===== src/rtl/fir_pkg.sv =====
// Shared types and constants for the FIR output serializer.
package fir_pkg;

  // Default sample width in bits.
  localparam int unsigned SampleW = 8;

  // Number of parallel lanes delivered by the unfolded filter.
  localparam int unsigned Lanes = 3;

  // Lane selector for the head entry. Encoding 3 is unused.
  typedef enum logic [1:0] {
    S0 = 2'd0,
    S1 = 2'd1,
    S2 = 2'd2
  } phase_e;

  // One FIFO entry at the default width; lane 0 is the oldest sample.
  typedef logic [Lanes-1:0][SampleW-1:0] triplet_t;

endpackage


===== src/rtl/fir_triplet_fifo.sv =====
// Triplet FIFO: storage, wrap-around pointers, occupancy count and registered full flag.
// The caller only pushes when there is room (or a pop happens in the same cycle)
// and only pops when the FIFO is not empty.
module fir_triplet_fifo
  import fir_pkg::*;
#(
  parameter int unsigned WIDTH = SampleW,
  parameter int unsigned DEPTH = 4
) (
  input  logic                        clk_i,
  input  logic                        rst_i,
  input  logic                        push_i,
  input  logic                        pop_i,
  input  logic [Lanes-1:0][WIDTH-1:0] data_i,
  output logic [Lanes-1:0][WIDTH-1:0] head_o,
  output logic                        empty_o,
  output logic                        full_o
);

  localparam int unsigned PtrW = $clog2(DEPTH);
  localparam int unsigned CntW = $clog2(DEPTH) + 1;

  logic [Lanes-1:0][WIDTH-1:0] mem_q [DEPTH];

  logic [PtrW-1:0] wr_ptr_q, wr_ptr_d;
  logic [PtrW-1:0] rd_ptr_q, rd_ptr_d;
  logic [CntW-1:0] count_q, count_d;
  logic            full_q, full_d;

  // Pointer, count and full-flag next state.
  always_comb begin
    wr_ptr_d = wr_ptr_q;
    rd_ptr_d = rd_ptr_q;
    count_d  = count_q;
    if (push_i) begin
      wr_ptr_d = wr_ptr_q + PtrW'(1);
    end
    if (pop_i) begin
      rd_ptr_d = rd_ptr_q + PtrW'(1);
    end
    unique case ({push_i, pop_i})
      2'b10:   count_d = count_q + CntW'(1);
      2'b01:   count_d = count_q - CntW'(1);
      default: count_d = count_q;
    endcase
    full_d = (count_d == CntW'(DEPTH));
  end

  // Control state; storage below is intentionally not reset.
  always_ff @(posedge clk_i or posedge rst_i) begin
    if (rst_i) begin
      wr_ptr_q <= '0;
      rd_ptr_q <= '0;
      count_q  <= '0;
      full_q   <= 1'b0;
    end else begin
      wr_ptr_q <= wr_ptr_d;
      rd_ptr_q <= rd_ptr_d;
      count_q  <= count_d;
      full_q   <= full_d;
    end
  end

  // Entry storage write.
  always_ff @(posedge clk_i) begin
    if (push_i) begin
      mem_q[wr_ptr_q] <= data_i;
    end
  end

  assign head_o  = mem_q[rd_ptr_q];
  assign empty_o = (count_q == '0);
  assign full_o  = full_q;

endmodule


===== src/rtl/fir_out_serializer.sv =====
// Serializes 3-lane filter output triplets into a single-sample valid/ready stream.
// Optional feature macro: FIR_SER_OVF_EN enables the sticky overflow flag on OVF;
// without it OVF is tied low (dropping behaviour is the same either way).
module fir_out_serializer
  import fir_pkg::*;
#(
  parameter int unsigned WIDTH = SampleW,
  parameter int unsigned DEPTH = 4
) (
  input  logic             CLK,
  input  logic             RST,
  input  logic [WIDTH-1:0] DIN,
  input  logic [WIDTH-1:0] DIN_2,
  input  logic [WIDTH-1:0] DIN_3,
  input  logic             VIN,
  output logic             FULL,
  output logic [WIDTH-1:0] DOUT,
  output logic             VOUT,
  input  logic             RDY,
  output logic             OVF
);

  logic [Lanes-1:0][WIDTH-1:0] wr_data;
  logic [Lanes-1:0][WIDTH-1:0] head;
  logic                        empty;
  logic                        full;
  logic                        push;
  logic                        pop;
  logic                        load;

  logic [WIDTH-1:0] dout_q, dout_d;
  logic             vout_q, vout_d;
  phase_e           phase_q, phase_d;

  // Lane 0 carries the oldest sample.
  assign wr_data = {DIN_3, DIN_2, DIN};

  // Output register takes a new sample when it is empty or being consumed.
  assign load = (!vout_q || RDY) && !empty;
  // Last lane of the head entry retires the entry.
  assign pop  = load && (phase_q == S2);
  // A full FIFO still accepts when the head is retired in the same cycle.
  assign push = VIN && (!full || pop);

  fir_triplet_fifo #(
    .WIDTH (WIDTH),
    .DEPTH (DEPTH)
  ) u_fifo (
    .clk_i   (CLK),
    .rst_i   (RST),
    .push_i  (push),
    .pop_i   (pop),
    .data_i  (wr_data),
    .head_o  (head),
    .empty_o (empty),
    .full_o  (full)
  );

  // Phase FSM and output register next state.
  always_comb begin
    dout_d  = dout_q;
    vout_d  = vout_q;
    phase_d = phase_q;
    if (load) begin
      vout_d = 1'b1;
      case (phase_q)
        S0: begin
          dout_d  = head[0];
          phase_d = S1;
        end
        S1: begin
          dout_d  = head[1];
          phase_d = S2;
        end
        S2: begin
          dout_d  = head[2];
          phase_d = S0;
        end
        // Unreachable encoding behaves as S0.
        default: begin
          dout_d  = head[0];
          phase_d = S1;
        end
      endcase
    end else if (vout_q && RDY) begin
      // Last sample consumed with nothing queued; DOUT keeps its value.
      vout_d = 1'b0;
    end
  end

  // Phase and output register state.
  always_ff @(posedge CLK or posedge RST) begin
    if (RST) begin
      dout_q  <= '0;
      vout_q  <= 1'b0;
      phase_q <= S0;
    end else begin
      dout_q  <= dout_d;
      vout_q  <= vout_d;
      phase_q <= phase_d;
    end
  end

  assign DOUT = dout_q;
  assign VOUT = vout_q;
  assign FULL = full;

`ifdef FIR_SER_OVF_EN
  logic ovf_q, ovf_d;

  // Sticky flag: set on any dropped triplet, cleared only by reset.
  always_comb begin
    ovf_d = ovf_q | (VIN & !push);
  end

  // Overflow flag register.
  always_ff @(posedge CLK or posedge RST) begin
    if (RST) begin
      ovf_q <= 1'b0;
    end else begin
      ovf_q <= ovf_d;
    end
  end

  assign OVF = ovf_q;
`else
  assign OVF = 1'b0;
`endif

endmodule

===== config.mk =====
export PLATFORM = sky130hd
export DESIGN_NAME = fir_out_serializer
export DESIGN_NICKNAME = d
export VERILOG_FILES = /design/src/rtl/fir_pkg.sv /design/src/rtl/fir_triplet_fifo.sv /design/src/rtl/fir_out_serializer.sv
export SDC_FILE = /design/constraint.sdc
export NUM_CORES = 1
export LEC_CHECK = 0
export BUFFER_PORTS_ARGS = -buffer_cell sky130_fd_sc_hd__buf_2
export CAP_MARGIN = 20
export CORE_UTILIZATION = 43
export DETAILED_ROUTE_END_ITERATION = 6
export PLACE_DENSITY = 0.65
export SYNTH_ARGS = -nofsm -noshare
export SYNTH_HDL_FRONTEND = slang
export SYNTH_SLANG_ARGS = --single-unit
export TNS_END_PERCENT = 1

===== constraint.sdc =====
create_clock -name CLK -period 2.5 [get_ports CLK]
set_input_delay 0.25 -clock CLK [delete_from_list [all_inputs] [get_ports CLK]]
set_output_delay 0.25 -clock CLK [all_outputs]
set_load 0.02 [all_outputs]

==> report_table.html <==
<table>
<tr><th>Metric</th><th>Value</th></tr>
<tr><th colspan="2">Placement</th></tr>
<tr><td>Post-placement cell area</td><td>between 4000 and 5000 um2</td></tr>
<tr><td>RD Place Congestion</td><td>0.669</td></tr>
<tr><td>Pre-CTS setup slack</td><td>0.110 ns</td></tr>
<tr><td>Number of placed cells counting well taps</td><td>416</td></tr>
<tr><td>Quantity of I/O buffers inserted on ports</td><td>37</td></tr>
<tr><td>Final HPWL DP</td><td>roughly 4900 um</td></tr>
<tr><th colspan="2">Global routing</th></tr>
<tr><td>Vias in the first global route</td><td>~2400</td></tr>
<tr><td>Initial antenna violation count</td><td>0</td></tr>
<tr><td>Remaining global-route overflow</td><td>0</td></tr>
<tr><td>First-pass GRT wire length</td><td>12900 um</td></tr>
<tr><td>Pin count of the biggest net entering global routing</td><td>28</td></tr>
<tr><td>Total track usage</td><td>16.5%</td></tr>
<tr><th colspan="2">Yosys</th></tr>
<tr><td>Number of warnings printed during yosys synthesis</td><td>0</td></tr>
<tr><td>Portion of synthesized cell area occupied by the leading cell type</td><td>63.1%</td></tr>
<tr><td>Proportion of synthesized flip-flops having asynchronous set or reset</td><td>16.5%</td></tr>
<tr><td>Leading cell type by number of instances after synthesis</td><td>sky130_fd_sc_hd__edfxtp_1</td></tr>
<tr><td>Synth Cell Area</td><td>roughly 4600 um2</td></tr>
<tr><td>Gate count of the mapped netlist</td><td>roughly 240</td></tr>
<tr><td>Most area-consuming cells after synthesis</td><td>sky130_fd_sc_hd__edfxtp_1 63%, sky130_fd_sc_hd__dfrtp_1 10%, sky130_fd_sc_hd__mux4_2 6.4%</td></tr>
<tr><td>Avg Cell Area, Syn</td><td>about 19 um2</td></tr>
<tr><td>Number of flops mapped to enable cells by yosys</td><td>96</td></tr>
<tr><td>#FFs+latches synth</td><td>115</td></tr>
<tr><td>Synthesized net count</td><td>281</td></tr>
<tr><td>Cell types with the highest counts after synthesis</td><td>96 x sky130_fd_sc_hd__edfxtp_1, 19 x sky130_fd_sc_hd__dfrtp_1, 16 x sky130_fd_sc_hd__mux2i_1, 13 x sky130_fd_sc_hd__mux4_2, 12 x sky130_fd_sc_hd__nand2_1</td></tr>
<tr><td>Cell type with the largest total area after synthesis</td><td>sky130_fd_sc_hd__edfxtp_1</td></tr>
<tr><td>Sequential cell area fraction in the yosys report</td><td>73.5%</td></tr>
<tr><td>Post-synthesis cell type count</td><td>30</td></tr>
<tr><td>Most used flip-flop cell after synthesis</td><td>sky130_fd_sc_hd__edfxtp_1</td></tr>
<tr><th colspan="2">Timing</th></tr>
<tr><td>Unrepaired setup endpoints after global routing</td><td>false</td></tr>
<tr><td>Final worst path period need</td><td>2.35 ns</td></tr>
<tr><td>Worst slew margin relative to its limit</td><td>around half</td></tr>
<tr><td>Final count of pins violating max slew</td><td>0</td></tr>
<tr><td>Final critical-path setup slack</td><td>0.154 ns</td></tr>
<tr><td># setup viols final</td><td>0</td></tr>
<tr><td>Final critical-path share of the clock period</td><td>93.8%</td></tr>
<tr><td>Final Hold Viols</td><td>0</td></tr>
<tr><td>Achievable frequency</td><td>426 MHz</td></tr>
<tr><td>Actual slew at the worst max-slew pin</td><td>0.731 ns</td></tr>
<tr><td>Setup TNS after final layout</td><td>0 ns</td></tr>
<tr><td>Final setup skew</td><td>0.00915 ns</td></tr>
<tr><th colspan="2">Finish</th></tr>
<tr><td>Final cell count without fillers</td><td>473</td></tr>
<tr><td>Proportion of layout cells with a drive suffix above 1</td><td>about 29%</td></tr>
<tr><td>Non-Filler Cell Area, Final</td><td>5780 um2</td></tr>
<tr><td>Synthesis-to-layout area growth</td><td>26.4%</td></tr>
<tr><td>Util after Layout</td><td>approximately 56%</td></tr>
<tr><td>Count of inserted antenna diode cells</td><td>0</td></tr>
<tr><td>Count of filler cells inserted in the layout</td><td>801</td></tr>
<tr><td>Reg area</td><td>3360 um2</td></tr>
<tr><td>Post-layout net count</td><td>361</td></tr>
<tr><td>Area taken by multi-input logic gates</td><td>1100 um2</td></tr>
<tr><th colspan="2">Floorplan</th></tr>
<tr><td>Die span in y</td><td>roughly 110 um</td></tr>
<tr><td>Number of top-level pins</td><td>39</td></tr>
<tr><td>Number of core rows</td><td>37</td></tr>
<tr><td>Die ar.</td><td>11000 um2</td></tr>
<tr><td>Chip Width</td><td>105 um</td></tr>
<tr><td>Starting density of the core</td><td>between 40 and 50%</td></tr>
<tr><td>Placeable core region</td><td>around 10000 um2</td></tr>
<tr><th colspan="2">Power</th></tr>
<tr><td>Peak supply drop</td><td>0.702 mV</td></tr>
<tr><td>Power density relative to cell area</td><td>1240 nW/um2</td></tr>
<tr><td>Leakage</td><td>2.16 nW</td></tr>
<tr><th colspan="2">Route</th></tr>
<tr><td>Final routed DRC violation total</td><td>0</td></tr>
<tr><td>Pre-Repair DR Iteration Count</td><td>4</td></tr>
<tr><td>DRC violation total after the first TritonRoute iteration</td><td>70</td></tr>
<tr><td>Via density</td><td>5.00</td></tr>
<tr><td>Number of vias after detailed routing</td><td>2365</td></tr>
<tr><td>Final WL</td><td>8440 um</td></tr>
<tr><td>Routed wire length per instance</td><td>about 18 um</td></tr>
<tr><td>Number of nets still failing antenna checks after routing</td><td>0</td></tr>
<tr><th colspan="2">Setup path</th></tr>
<tr><td>Total buffers and inverters traversed by the critical path</td><td>2</td></tr>
<tr><td>Endpoint arrival time on the critical path</td><td>2.78 ns</td></tr>
<tr><td>Path type of the worst setup path</td><td>register to register</td></tr>
<tr><td>WP data required</td><td>2.93 ns</td></tr>
<tr><td>Launch point of the worst path</td><td>u_fifo.count_q[1]</td></tr>
<tr><td>Kind of cell with the highest combined delay on the critical path</td><td>simple AND/OR/NAND/NOR gates</td></tr>
<tr><td>Capture point of the worst reg-to-reg path</td><td>u_fifo.full_o</td></tr>
<tr><td>Number of cell instances on the worst register-to-register path</td><td>11</td></tr>
<tr><td>Cell-by-cell listing of the critical path</td><td>or3_4, nand3_2, a21boi_2, inv_1, ha_1, inv_1, fa_1, xor2_1, nor2_1, xor2_1, nor3b_2</td></tr>
<tr><td>Worst reg2reg setup slack</td><td>roughly 0.15 ns</td></tr>
<tr><td>Critical path fanouts, max</td><td>3</td></tr>
<tr><td>Number of gates on the worst path with buffers counted</td><td>11</td></tr>
<tr><td>Startpoint of the worst-slack reg-to-reg timing path</td><td>u_fifo.count_q[1]</td></tr>
<tr><td>Cell type of the slowest stage on the worst timing path</td><td>sky130_fd_sc_hd__or3_4</td></tr>
<tr><td>Worst setup path end</td><td>u_fifo.full_o</td></tr>
<tr><td>Delay of the slowest cell on the worst path</td><td>0.40 ns</td></tr>
<tr><td>Setup crit end kind</td><td>register</td></tr>
<tr><td>Type of origin of the critical path</td><td>register</td></tr>
<tr><th colspan="2">CTS</th></tr>
<tr><td>Clk Latency, worst-skew pair</td><td>0.51 ns</td></tr>
<tr><td>CTS Sinks</td><td>115</td></tr>
<tr><td>Root buffer cell</td><td>sky130_fd_sc_hd__clkbuf_8</td></tr>
<tr><td>Depth of the CTS H-tree</td><td>4</td></tr>
<tr><td>Number of CTS-inserted buffers</td><td>17</td></tr>
<tr><td>Buffer depth of the longest clock path</td><td>2</td></tr>
<tr><td>Clock tree from TritonCTS</td><td>done</td></tr>
<tr><td>Clock transition time at the flip-flop clock pins of the worst setup and hold paths</td><td>0.06 ns</td></tr>
<tr><th colspan="2">Run status</th></tr>
<tr><td>Result of the run</td><td>finished clean</td></tr>
<tr><th colspan="2">Run</th></tr>
<tr><td>Number of maximum-capacitance violations</td><td>0</td></tr>
<tr><th colspan="2">Hold path</th></tr>
<tr><td>Min-delay worst type</td><td>primary input to register</td></tr>
</table>
[tightest hold or removal path, stage by stage]
cell and delay [ns]:
sky130_fd_sc_hd__buf_2 0.08, sky130_fd_sc_hd__nand2b_1 0.15, sky130_fd_sc_hd__nand2b_1 0.07
[how the worst min path moves through the flow]
stage,start,end,slack [ns],depth (start not counted)
final,RDY,VOUT,0.07,3
after global routing,RDY,VOUT,0.07,3
after CTS,RDY,VOUT,0.05,3
after detailed placement,RST,u_fifo.count_q[2],0.40,2
after global placement,RST,u_fifo.full_o,0.41,2
after floorplan,RST,DOUT[0],0.20,1
[metrics by stage]
step,total power [mW],hold WS (ns)
CTS,7.23,0.0519
finish,7.16,0.0688
global route,7.50,0.0669
floorplan,4.21,0.201
global placement,4.75,0.406
detailed placement,4.81,0.404
[logic make-up (layout without fill, tap and decap cells)]
kind of cell / after synthesis / count (layout) / synth area share [%]
other cells: 1 / 1 / 0.0821
compound gates: 26 / 26 / 4.08
xor+xnor: 6 / 6 / 1.15
simple gates: 31 / 31 / 3.75
mux: 35 / 35 / 12.4
flops: 115 / 115 / 73.5
fa+ha+maj: 9 / 9 / 2.63
buf+inv: 21 / 114 / 2.44
[placed cells by master (no fill, tap or decap), drive strengths merged, types with 2 or more instances in the layout]
master and count:
a211oi 8, and2 4, buf 47, bufinv 3, clkbuf 17, clkinv 6
clkinvlp 2, dfrtp 19, dlygate4sd3 25, edfxtp 96, ha 8, inv 14
mux2 3, mux2i 16, mux4 16, nand2 12, nand2b 3, nor2b 8
o22ai 8, o31ai 8, xnor2 4, xor2 2
[routing by layer]
metal	track usage (%)	up-vias	routed length, um
met2	26.1	53	4170
met3	5.30	8	282
met4	6.34	0	76
li1	-	1112	-
met1	21.4	1192	3900
met5	0	-	0
[repair_timing]
item | 4_1_cts | 5_1_grt
endpoints found under the hold margin | 115 | 0
endpoints found under the setup margin | 0 | 1
hold buffers | 25 | 0
setup buffers | 0 | 0
resized for setup | 0 | 1
[state kept, by name, indices dropped and copies added (netlist names)]
signal	cells
u_fifo.mem_q	96
DOUT	8
u_fifo.count_q	3
phase_q	2
u_fifo.rd_ptr_q	2
u_fifo.wr_ptr_q	2
VOUT	1
u_fifo.full_o	1
[power by group]
| group | total, mW | switching [mW] | internal (mW) |
|---|---|---|---|
| registers | 2.72 | 0.154 | 2.57 |
| clock network | 2.39 | 0.865 | 1.52 |
| logic | 2.05 | 1.18 | 0.872 |
[layout make-up]
type | instances | share of cell area (%)
Clock inverter | 15 | 3.12
Tap cell | 136 | 2.95
Inverter | 10 | 0.650
Multi-Input combinational cell | 108 | 19.1
Timing Repair Buffer | 72 | 8.84
Sequential cell | 115 | 58.1
Clock buffer | 17 | 7.17
Note: power is estimated with default switching activity, not from simulation.
